--- src/rtl/greensc_pkg.sv ---
// Shared types and constants for the green-screen keyer controller.
// The GSC_CTRL_SCROLL_EN build option uses bg_next() for the background scroll.
package greensc_pkg;

  typedef enum logic [1:0] {
    StOff,
    StArmOn,
    StOn,
    StArmOff
  } gsc_state_e;

  localparam logic [8:0] HUE_MAX         = 9'd359;
  localparam logic [9:0] HUE_MOD         = 10'd360;
  localparam logic [8:0] HUE_LO_DEF      = 9'd90;
  localparam logic [8:0] HUE_HI_DEF      = 9'd150;
  localparam logic [8:0] HUE_STEP_DEF    = 9'd5;
  localparam logic [8:0] SCROLL_STEP_DEF = 9'd1;

  // Single conditional subtract: step is assumed to be below HUE_MOD.
  function automatic logic [8:0] bg_next(input logic [8:0] cur, input logic [8:0] step);
    logic [9:0] sum;
    sum = {1'b0, cur} + {1'b0, step};
    if (sum >= HUE_MOD) begin
      sum = sum - HUE_MOD;
    end
    return sum[8:0];
  endfunction

endpackage

--- src/rtl/key_edge.sv ---
// Registered rising-edge detector for an already-synchronous level input.
module key_edge (
  input  logic clk,
  input  logic rst_n,
  input  logic key,
  output logic pulse
);

  logic r_key_q;

  always_ff @(posedge clk or negedge rst_n) begin
    if (!rst_n) begin
      r_key_q <= 1'b0;
    end else begin
      r_key_q <= key;
    end
  end

  assign pulse = key & ~r_key_q;

endmodule

--- src/rtl/greensc_ctrl.sv ---
// Frame-synchronous enable and hue-window controller for the green-screen keyer.
// Define GSC_CTRL_SCROLL_EN to build the per-frame background hue scroll.
module greensc_ctrl
  import greensc_pkg::*;
#(
  parameter logic [8:0] HUE_LO_RST  = HUE_LO_DEF,
  parameter logic [8:0] HUE_HI_RST  = HUE_HI_DEF,
  parameter logic [8:0] HUE_STEP    = HUE_STEP_DEF,
  parameter logic [8:0] SCROLL_STEP = SCROLL_STEP_DEF
) (
  input  logic        clk,
  input  logic        rst_n,
  input  logic [12:0] row,
  input  logic [12:0] col,
  input  logic        key_toggle,
  input  logic        key_up,
  input  logic        key_down,
  input  logic        sel_hi,
  output logic        gsc_en,
  output logic [8:0]  hue_lo,
  output logic [8:0]  hue_hi,
  output logic [8:0]  bg_offset,
  output logic        frame_start,
  output logic        pending
);

  gsc_state_e r_state;
  gsc_state_e w_state_d;
  logic [8:0] r_sh_lo, r_sh_hi;
  logic [8:0] w_sh_lo_d, w_sh_hi_d, w_hue_lo_d, w_hue_hi_d;
  logic       w_tog, w_up_edge, w_dn_edge, w_up, w_dn, w_fs, w_en_d;
  logic [9:0] w_lo_ext, w_hi_ext, w_step_ext;
  logic [9:0] w_lo_up, w_lo_dn, w_hi_up, w_hi_dn;

  key_edge u_edge_toggle (.clk(clk), .rst_n(rst_n), .key(key_toggle), .pulse(w_tog));
  key_edge u_edge_up     (.clk(clk), .rst_n(rst_n), .key(key_up),     .pulse(w_up_edge));
  key_edge u_edge_down   (.clk(clk), .rst_n(rst_n), .key(key_down),   .pulse(w_dn_edge));

  assign w_fs = (row == 13'd0) && (col == 13'd0);
  // Simultaneous up and down edges cancel each other.
  assign w_up = w_up_edge & ~w_dn_edge;
  assign w_dn = w_dn_edge & ~w_up_edge;

  assign w_lo_ext   = {1'b0, r_sh_lo};
  assign w_hi_ext   = {1'b0, r_sh_hi};
  assign w_step_ext = {1'b0, HUE_STEP};
  assign w_lo_up    = w_lo_ext + w_step_ext;
  assign w_lo_dn    = w_lo_ext - w_step_ext;
  assign w_hi_up    = w_hi_ext + w_step_ext;
  assign w_hi_dn    = w_hi_ext - w_step_ext;

  always_comb begin
    w_sh_lo_d = r_sh_lo;
    w_sh_hi_d = r_sh_hi;
    if (w_up && !sel_hi) begin
      w_sh_lo_d = (w_lo_up > w_hi_ext) ? r_sh_hi : w_lo_up[8:0];
    end else if (w_dn && !sel_hi) begin
      w_sh_lo_d = (w_lo_ext < w_step_ext) ? 9'd0 : w_lo_dn[8:0];
    end else if (w_up && sel_hi) begin
      w_sh_hi_d = (w_hi_up > {1'b0, HUE_MAX}) ? HUE_MAX : w_hi_up[8:0];
    end else if (w_dn && sel_hi) begin
      // Floor at the lower shadow bound keeps lo <= hi.
      w_sh_hi_d = (w_hi_ext < (w_step_ext + w_lo_ext)) ? r_sh_lo : w_hi_dn[8:0];
    end
  end

  always_comb begin
    w_state_d = r_state;
    unique case (r_state)
      StOff:    if (w_tog) w_state_d = StArmOn;
      StArmOn:  if (w_tog) w_state_d = StOff; else if (w_fs) w_state_d = StOn;
      StOn:     if (w_tog) w_state_d = StArmOff;
      StArmOff: if (w_tog) w_state_d = StOn;  else if (w_fs) w_state_d = StOff;
      default:  w_state_d = StOff;
    endcase
  end

  // Commit takes the shadow as it stood before any adjust edge in the FS cycle.
  assign w_hue_lo_d = w_fs ? r_sh_lo : hue_lo;
  assign w_hue_hi_d = w_fs ? r_sh_hi : hue_hi;
  assign w_en_d     = (w_state_d == StOn) || (w_state_d == StArmOff);

  always_ff @(posedge clk or negedge rst_n) begin
    if (!rst_n) begin
      r_state     <= StOff;
      gsc_en      <= 1'b0;
      frame_start <= 1'b0;
      pending     <= 1'b0;
      hue_lo      <= HUE_LO_RST;
      hue_hi      <= HUE_HI_RST;
      r_sh_lo     <= HUE_LO_RST;
      r_sh_hi     <= HUE_HI_RST;
    end else begin
      r_state     <= w_state_d;
      gsc_en      <= w_en_d;
      frame_start <= w_fs;
      pending     <= (w_state_d == StArmOn) || (w_state_d == StArmOff) ||
                     (w_sh_lo_d != w_hue_lo_d) || (w_sh_hi_d != w_hue_hi_d);
      hue_lo      <= w_hue_lo_d;
      hue_hi      <= w_hue_hi_d;
      r_sh_lo     <= w_sh_lo_d;
      r_sh_hi     <= w_sh_hi_d;
    end
  end

`ifdef GSC_CTRL_SCROLL_EN
  always_ff @(posedge clk or negedge rst_n) begin
    if (!rst_n) begin
      bg_offset <= 9'd0;
    end else if (w_fs && w_en_d) begin
      bg_offset <= bg_next(bg_offset, SCROLL_STEP);
    end
  end
`else
  logic w_unused_scroll;
  assign w_unused_scroll = ^SCROLL_STEP;
  assign bg_offset       = 9'd0;
`endif

endmodule

--- config.mk ---
export PLATFORM = sky130hd
export DESIGN_NAME = greensc_ctrl
export DESIGN_NICKNAME = d
export VERILOG_FILES = /design/src/rtl/greensc_pkg.sv /design/src/rtl/key_edge.sv /design/src/rtl/greensc_ctrl.sv
export SDC_FILE = /design/constraint.sdc
export NUM_CORES = 1
export LEC_CHECK = 0
export ABC_AREA = 1
export CAP_MARGIN = 30
export CORE_ASPECT_RATIO = 1.5
export CORE_MARGIN = 2
export CORE_UTILIZATION = 30
export DETAILED_ROUTE_END_ITERATION = 10
export PLACE_DENSITY = 0.54
export SETUP_SLACK_MARGIN = 0.02
export SYNTH_ARGS = -nofsm -noshare
export SYNTH_HDL_FRONTEND = slang
export SYNTH_SLANG_ARGS = --single-unit
export TNS_END_PERCENT = 50
--- constraint.sdc ---
create_clock -name clk -period 3.6 [get_ports clk]
set_input_delay 0.72 -clock clk [delete_from_list [all_inputs] [get_ports clk]]
set_output_delay 0.72 -clock clk [all_outputs]
set_load 0.1 [all_outputs]
# --- Word level (Yosys, flattened, before mapping) ---
# Index checks and enable logic that the tools add are counted.
# Widths: inputs -> output; s select.
op_classes:
  div: 0
  n_addsub: 4
  bitwise_logic: 10
  n_reduce_logical: 13
  n_eq_ne: 8
  n_mul: 0
  magnitude_cmp: 4
  shift: 0
  mux: 19
op_table:
  columns: ["operator", "n"]
  rows:
  - ["$mux 9", 12]
  - ["$logic_not 13->1", 2]
  - ["$ne 9x9->1", 2]
  - ["$sub 9x3->9 const B", 2]
  - ["$mux 2", 6]
  - ["$add 3x9->10 const A", 1]
  - ["$add 9x3->10 const B", 1]
  - ["$gt 10x9->1", 1]
  - ["$gt 10x9->1 const B", 1]
  - ["$lt 9x10->1", 1]
  - ["$lt 9x3->1 const B", 1]
  - ["$eq 2x2->1 const B", 4]
  - ["$pmux 2 s4", 1]
  - ["$and 1x1->1", 5]
  - ["$logic_and 1x1->1", 5]
  - ["$not 1->1", 5]
  - ["$eq 2x1->1 const B", 2]
  - ["$logic_or 1x1->1", 4]
  - ["$logic_not 2->1", 1]
  - ["$logic_not 1->1", 1]
totals:
  output_inout_bits: 30
  register_bits: 44
  mem_bits_ro: 0
  inputBits: 32
  memories: 0
  mem_bits_rw: 0
  latch_bits: 0
  word_cells: 69

# --- Depth between registers and ports, before layout ---
logic_depth:
  word_depth: 11
  depth_mapped: 27
  depth_no_buf: 26

# --- Modules after synthesis ---
# Synthesis repeated with hierarchy kept, for this count alone.
unflattened:
  cells_unflattened: 545
  hier_area_um2: 3593.4
modules_own_cells:
  columns: ["mod", "cells_per_inst", "area_per_inst_um2", "instances", "seq_area_each_um2"]
  rows:
  - ["greensc_ctrl", 536, 3488.3, 1, 1046.0]
  - ["key_edge", 3, 35.0, 3, 25.0]

# --- Worst setup path after synthesis ---
# No wires, ideal clock.
synth_timing:
  kind: "flip-flop to flip-flop"
  startpoint: "reg r_sh_lo[1]"
  endpoint: "reg pending"
  setup_ns: 0.122
  required_time_ns: 3.478
  period_less_slack_ns: 2.994
  arrival_ns: 2.872
  setup_slack_ns: 0.606
  path_stages_with_launch: 27
  n_path_buf: 0
  cell_sequence: "dfstp_2 inv_1 o21ai_1 nand3_1 xor2_1 inv_1 ha_1 nand2_1 inv_1 a21oi_1 nand2_1 nand2_1 nand2_1 nand2_1 nand2_1 nand2_1 nand2_1 nand3_1 nand2_1 nand2_1 inv_2 nand2_1 nand2_1 nor2_1 nand2_1 nor2_1 nand2_1"
synth_between:
  elab_chain_cells: 9
  word_cells_on_any_way: 19
  classes_between: "2 x add/sub; 3 x order compare; 2 x eq/ne; 10 x mux; 2 x reduce/logical"
synth_rtl:
  columns: ["item", "line_no", "source"]
  rows:
  - ["start: declaration", "greensc_ctrl.sv:29", "logic [8:0] r_sh_lo, r_sh_hi;"]
  - ["start signal: assignment", "greensc_ctrl.sv:101", "r_sh_lo <= w_sh_lo_d;"]
  - ["$add 3x9->10", "greensc_ctrl.sv:63", "w_sh_hi_d = (w_hi_ext < (w_step_ext + w_lo_ext)) ? r_sh_lo : w_hi_dn[8:0];"]
  - ["$lt 9x10->1", "greensc_ctrl.sv:63", null]
  - ["$mux 9", "greensc_ctrl.sv:63", null]
  - ["$mux 9", "greensc_ctrl.sv:61", "end else if (w_dn && sel_hi) begin"]
  - ["$mux 9", "greensc_ctrl.sv:59", "end else if (w_up && sel_hi) begin"]
  - ["$mux 9", "greensc_ctrl.sv:57", "end else if (w_dn && !sel_hi) begin"]
  - ["$mux 9", "greensc_ctrl.sv:55", "if (w_up && !sel_hi) begin"]
  - ["net w_sh_hi_d[5]", "greensc_ctrl.sv:30", "logic [8:0] w_sh_lo_d, w_sh_hi_d, w_hue_lo_d, w_hue_hi_d;"]
  - ["$ne 9x9->1", "greensc_ctrl.sv:98", "(w_sh_lo_d != w_hue_lo_d) || (w_sh_hi_d != w_hue_hi_d);"]
  - ["$logic_or 1x1->1", "greensc_ctrl.sv:98", null]
  - ["end signal: assignment", "greensc_ctrl.sv:97", "pending <= (w_state_d == StArmOn) || (w_state_d == StArmOff) ||"]
  - ["end: declaration", "greensc_ctrl.sv:24", "output logic pending"]
# The timed path passes the listed nets, and every way through them passes these cells.

# --- Final worst setup path ---
layout_timing:
  startpoint: "reg r_sh_lo[1]"
  endpoint: "reg pending"
layout_between:
  elab_chain_cells: 9
  word_cells_on_any_way: 19
  classes_between: "2 x add/sub; 3 x order compare; 2 x eq/ne; 10 x mux; 2 x reduce/logical"
layout_rtl:
  columns: ["item", "line_no"]
  rows:
  - ["$add 3x9->10", "greensc_ctrl.sv:47, greensc_ctrl.sv:63"]
  - ["$lt 9x10->1", "greensc_ctrl.sv:63"]
  - ["$mux 9", "greensc_ctrl.sv:63"]
  - ["$mux 9", "greensc_ctrl.sv:61"]
  - ["$mux 9", "greensc_ctrl.sv:59"]
  - ["$mux 9", "greensc_ctrl.sv:57"]
  - ["$mux 9", "greensc_ctrl.sv:55"]
  - ["$ne 9x9->1", "greensc_ctrl.sv:98"]
  - ["$logic_or 1x1->1 *", "greensc_ctrl.sv:98"]
# Mark *: on every way between the ends. The rest lies on a longest branch, timed or not.

==> reports/results.ini <==
[logic_synthesis]
synth_seq_area_share_pct = 29.7
synth.yosys.warnings = 0
avgSynthCellArea_um2 = 6.52
synthCells = 579
synth_edf_count = 0
synth.distinct_cells = 40
synth-seq-cells = 44
ys_async_sr_fraction_pct = 100
synthFlopType = dfrtp_1
syn_area_mm2 = 0.00377

[routing]
via_count = 3861
routed_via_density = 4.76
drt-initial-drc-count = 174
detail_route.wl_per_cell_um = 15.4
finalWirelength_um = 12500
drcViolationCount = 0
first_pass_iters = 5
final_antenna_net_count = 0

[timing]
drv_slew = 0
max_freq_mhz = 300
relSlewSlack_pct = 33.8
layout_min_cycle_time_ns = 3.33
rsz0062_at_grt = false
finalHoldViolations = 0
setup_tns_ns = 0
fin_ws_ns = 0.271
tightest_slew_ns = 0.990
setup_violations = 0
post-route-period-util_pct = 92.5
finClkSkew_ns = 0.0124

[clock_tree]
cts_hold_buf = 0
cts_sinks = 44
path_clk_slew_ns = 0.08
insertion_delay_ns = 0.30
clock_path_buffers = 2
cts-root-buf = clkbuf_16
numCtsBuffers = 5
cts_tree = built
htreeDepth = 2

[floorplanning]
die_x_um = 95.6
start_util_pct = 30.5
dieArea_mm2 = 0.0135
num_io_pins = 62
die_h_um = 141
rows = 50
core-area_mm2 = 0.0124

[worst_hold_path]
hold_class = in2async

[cells_and_area]
seqCellArea_mm2 = 0.00112
layout.nets = 698
diodes = 0
syn2layout_area_growth_pct = 27.7
nFillCells = 1345
drive_gt1_share_pct = 17.4
multi_input_area_mm2 = 0.00222

[power_and_ir_drop]
total_power_mw = 4.14
p_per_area_mw_per_mm2 = 859
leakage_nw = 2.44
vdd_drop_max_v = 0.000368

[worst_setup_path]
path_max_fanout = 5
worstPathArrival_ns = 3.51
crit_required_ns = 3.78
end_kind = flop
startpoint_type = flop
critical_path_class = reg2reg
rrSetupSlack_ns = 0.27

[global_routing]
grt_overflow = 0
grt_max_degree = 32
grt_pass1_vias = 3888
antenna_found_initial = 0
grt.total_usage_pct = 19.2
grt_pass1_wl_um = 20000

[run_status]
outcome = finished, final reports clean

[place]
pre_cts_ws_ns = -0.0614
io_buffers = 52
hpwl_um = 10100
gp_congestion = 0.951

[run]
drv_cap = 0

critical path: stages (launching register included):
cell	delay (ns)
dfstp_2	0.60
inv_1	0.08
o21ai_2	0.20
nand3_1	0.12
xor2_1	0.20
inv_1	0.07
ha_1	0.29
nand2_1	0.08
inv_1	0.05
a21oi_2	0.17
nor2_2	0.06
nor2_4	0.18
buf_4	0.16
nand3_1	0.07
nand3_1	0.16
nand2_1	0.09
nand2_1	0.09
nand2_1	0.05
nor2_1	0.10
nand2_2	0.09
nor2_1	0.10
nand2_1	0.06
nor2_1	0.08
nand2_1	0.06
state kept, by name, indices dropped and copies added, names as in the netlist, 2 cells and up:
name and flops:
hue_hi 9, r_sh_lo 9, r_sh_hi 9, r_state 2
hue_lo 9
cell usage after synthesis, types with 2 or more instances:
cell type / n / area, um2
a21oi_1: 5 / 25.0
buf_2: 6 / 30.0
buf_4: 13 / 97.6
buf_6: 3 / 33.8
clkbuf_1: 3 / 11.3
dfrtp_1: 28 / 701
dfstp_2: 16 / 420
ha_1: 12 / 150
inv_1: 93 / 349
inv_2: 6 / 22.5
nand2_1: 166 / 623
nand2_2: 4 / 25.0
nand3_1: 73 / 365
nand3_2: 5 / 50.1
nand4_1: 10 / 62.6
nor2_1: 36 / 135
nor2_4: 2 / 22.5
nor3_1: 6 / 30.0
nor3_2: 2 / 20.0
nor4_1: 4 / 25.0
o211ai_1: 4 / 30.0
o21ai_0: 34 / 170
o21ai_1: 5 / 25.0
or2_2: 9 / 56.3
xnor2_1: 3 / 26.3
xor2_1: 17 / 149
placed cells by master, fill, tap and decap left out, types with 2 or more instances in the layout:
cell and instances:
a21oi_1 4, nand3_1 71, nand2_2 7, dfstp_2 16
inv_1 93, buf_4 40, clkbuf_16 5, nor4_1 4
nor2_1 32, nor2_2 5, xnor2_1 3, inv_2 6
o21ai_2 2, clkdlybuf4s50_1 43, or2_2 9, xor2_1 16
nand4_1 10, o21ai_0 33, conb_1 9, o21ai_1 5
dfrtp_1 28, ha_1 11, o211ai_1 4, nor3_2 2
nor2_4 2, nand2_1 162, nor3_1 6, nand3_2 7
power by group:
group / internal (mW) / switching [mW] / total, mW
sequential: 0.636 / 0.245 / 0.882
clock: 0.331 / 0.224 / 0.555
combinational: 1.02 / 1.68 / 2.71
total: 1.99 / 2.15 / 4.14
final cells by class:
cell class / count / share of cell area [%]
Multi-Input combinational cell: 419 / 46.0
Sequential cell: 44 / 23.2
Timing Repair Buffer: 85 / 15.5
Inverter: 99 / 7.71
Tap cell: 156 / 4.05
Clock buffer: 5 / 2.59
Clock inverter: 3 / 0.960
logic make-up (layout without fill, tap and decap cells):
family / Yosys count / after routing / share of synthesized area [%]
other cells: 1 / 9 / 0.0993
fa+ha+maj: 12 / 12 / 3.98
flops: 44 / 44 / 29.7
simple gates: 324 / 324 / 38.8
compound gates: 54 / 54 / 8.32
buf+inv: 124 / 192 / 14.4
xor+xnor: 20 / 20 / 4.64
metal layers:
| metal | GRT usage [%] | routed length [um] | vias up |
|---|---|---|---|
| met5 | 0 | 0 | - |
| met4 | 8.42 | 459 | 0 |
| met3 | 1.81 | 304 | 22 |
| met2 | 35.8 | 6830 | 73 |
| met1 | 21.5 | 4870 | 1809 |
| li1 | - | - | 1957 |
through the flow:
stage	instances	area, um2	util [%]	hold slack, ns
2_1_floorplan	587	3800	-	0.424
3_3_place_gp	798	4530	36.6	0.481
3_5_place_dp	798	4530	36.6	0.485
4_1_cts	808	4740	38.2	0.440
5_1_grt	811	4820	38.9	0.473
6_report	811	4820	38.9	0.406
worst paths after layout:
| kind | startpoint | to | cells after the start |
|---|---|---|---|
| hold / removal | rst_n | hue_lo[5] | 1 |
| setup / recovery | r_sh_lo[1] | pending | 23 |
| hold reg to reg | r_state[1] | r_state[1] | 1 |
| min in group clk | r_state[1] | r_state[1] | 1 |
| max in group asynchronous | rst_n | r_sh_hi[1] | 2 |
| setup reg to reg | r_sh_lo[1] | pending | 23 |
repair_timing:
action | 4_1_cts | 5_1_grt
endpoints found under the setup margin | 1 | 1
resized for setup | 2 | 18
buffers inserted | 2 | 3
pin swaps | 1 | 6
Power figures use the tool's default switching activity.
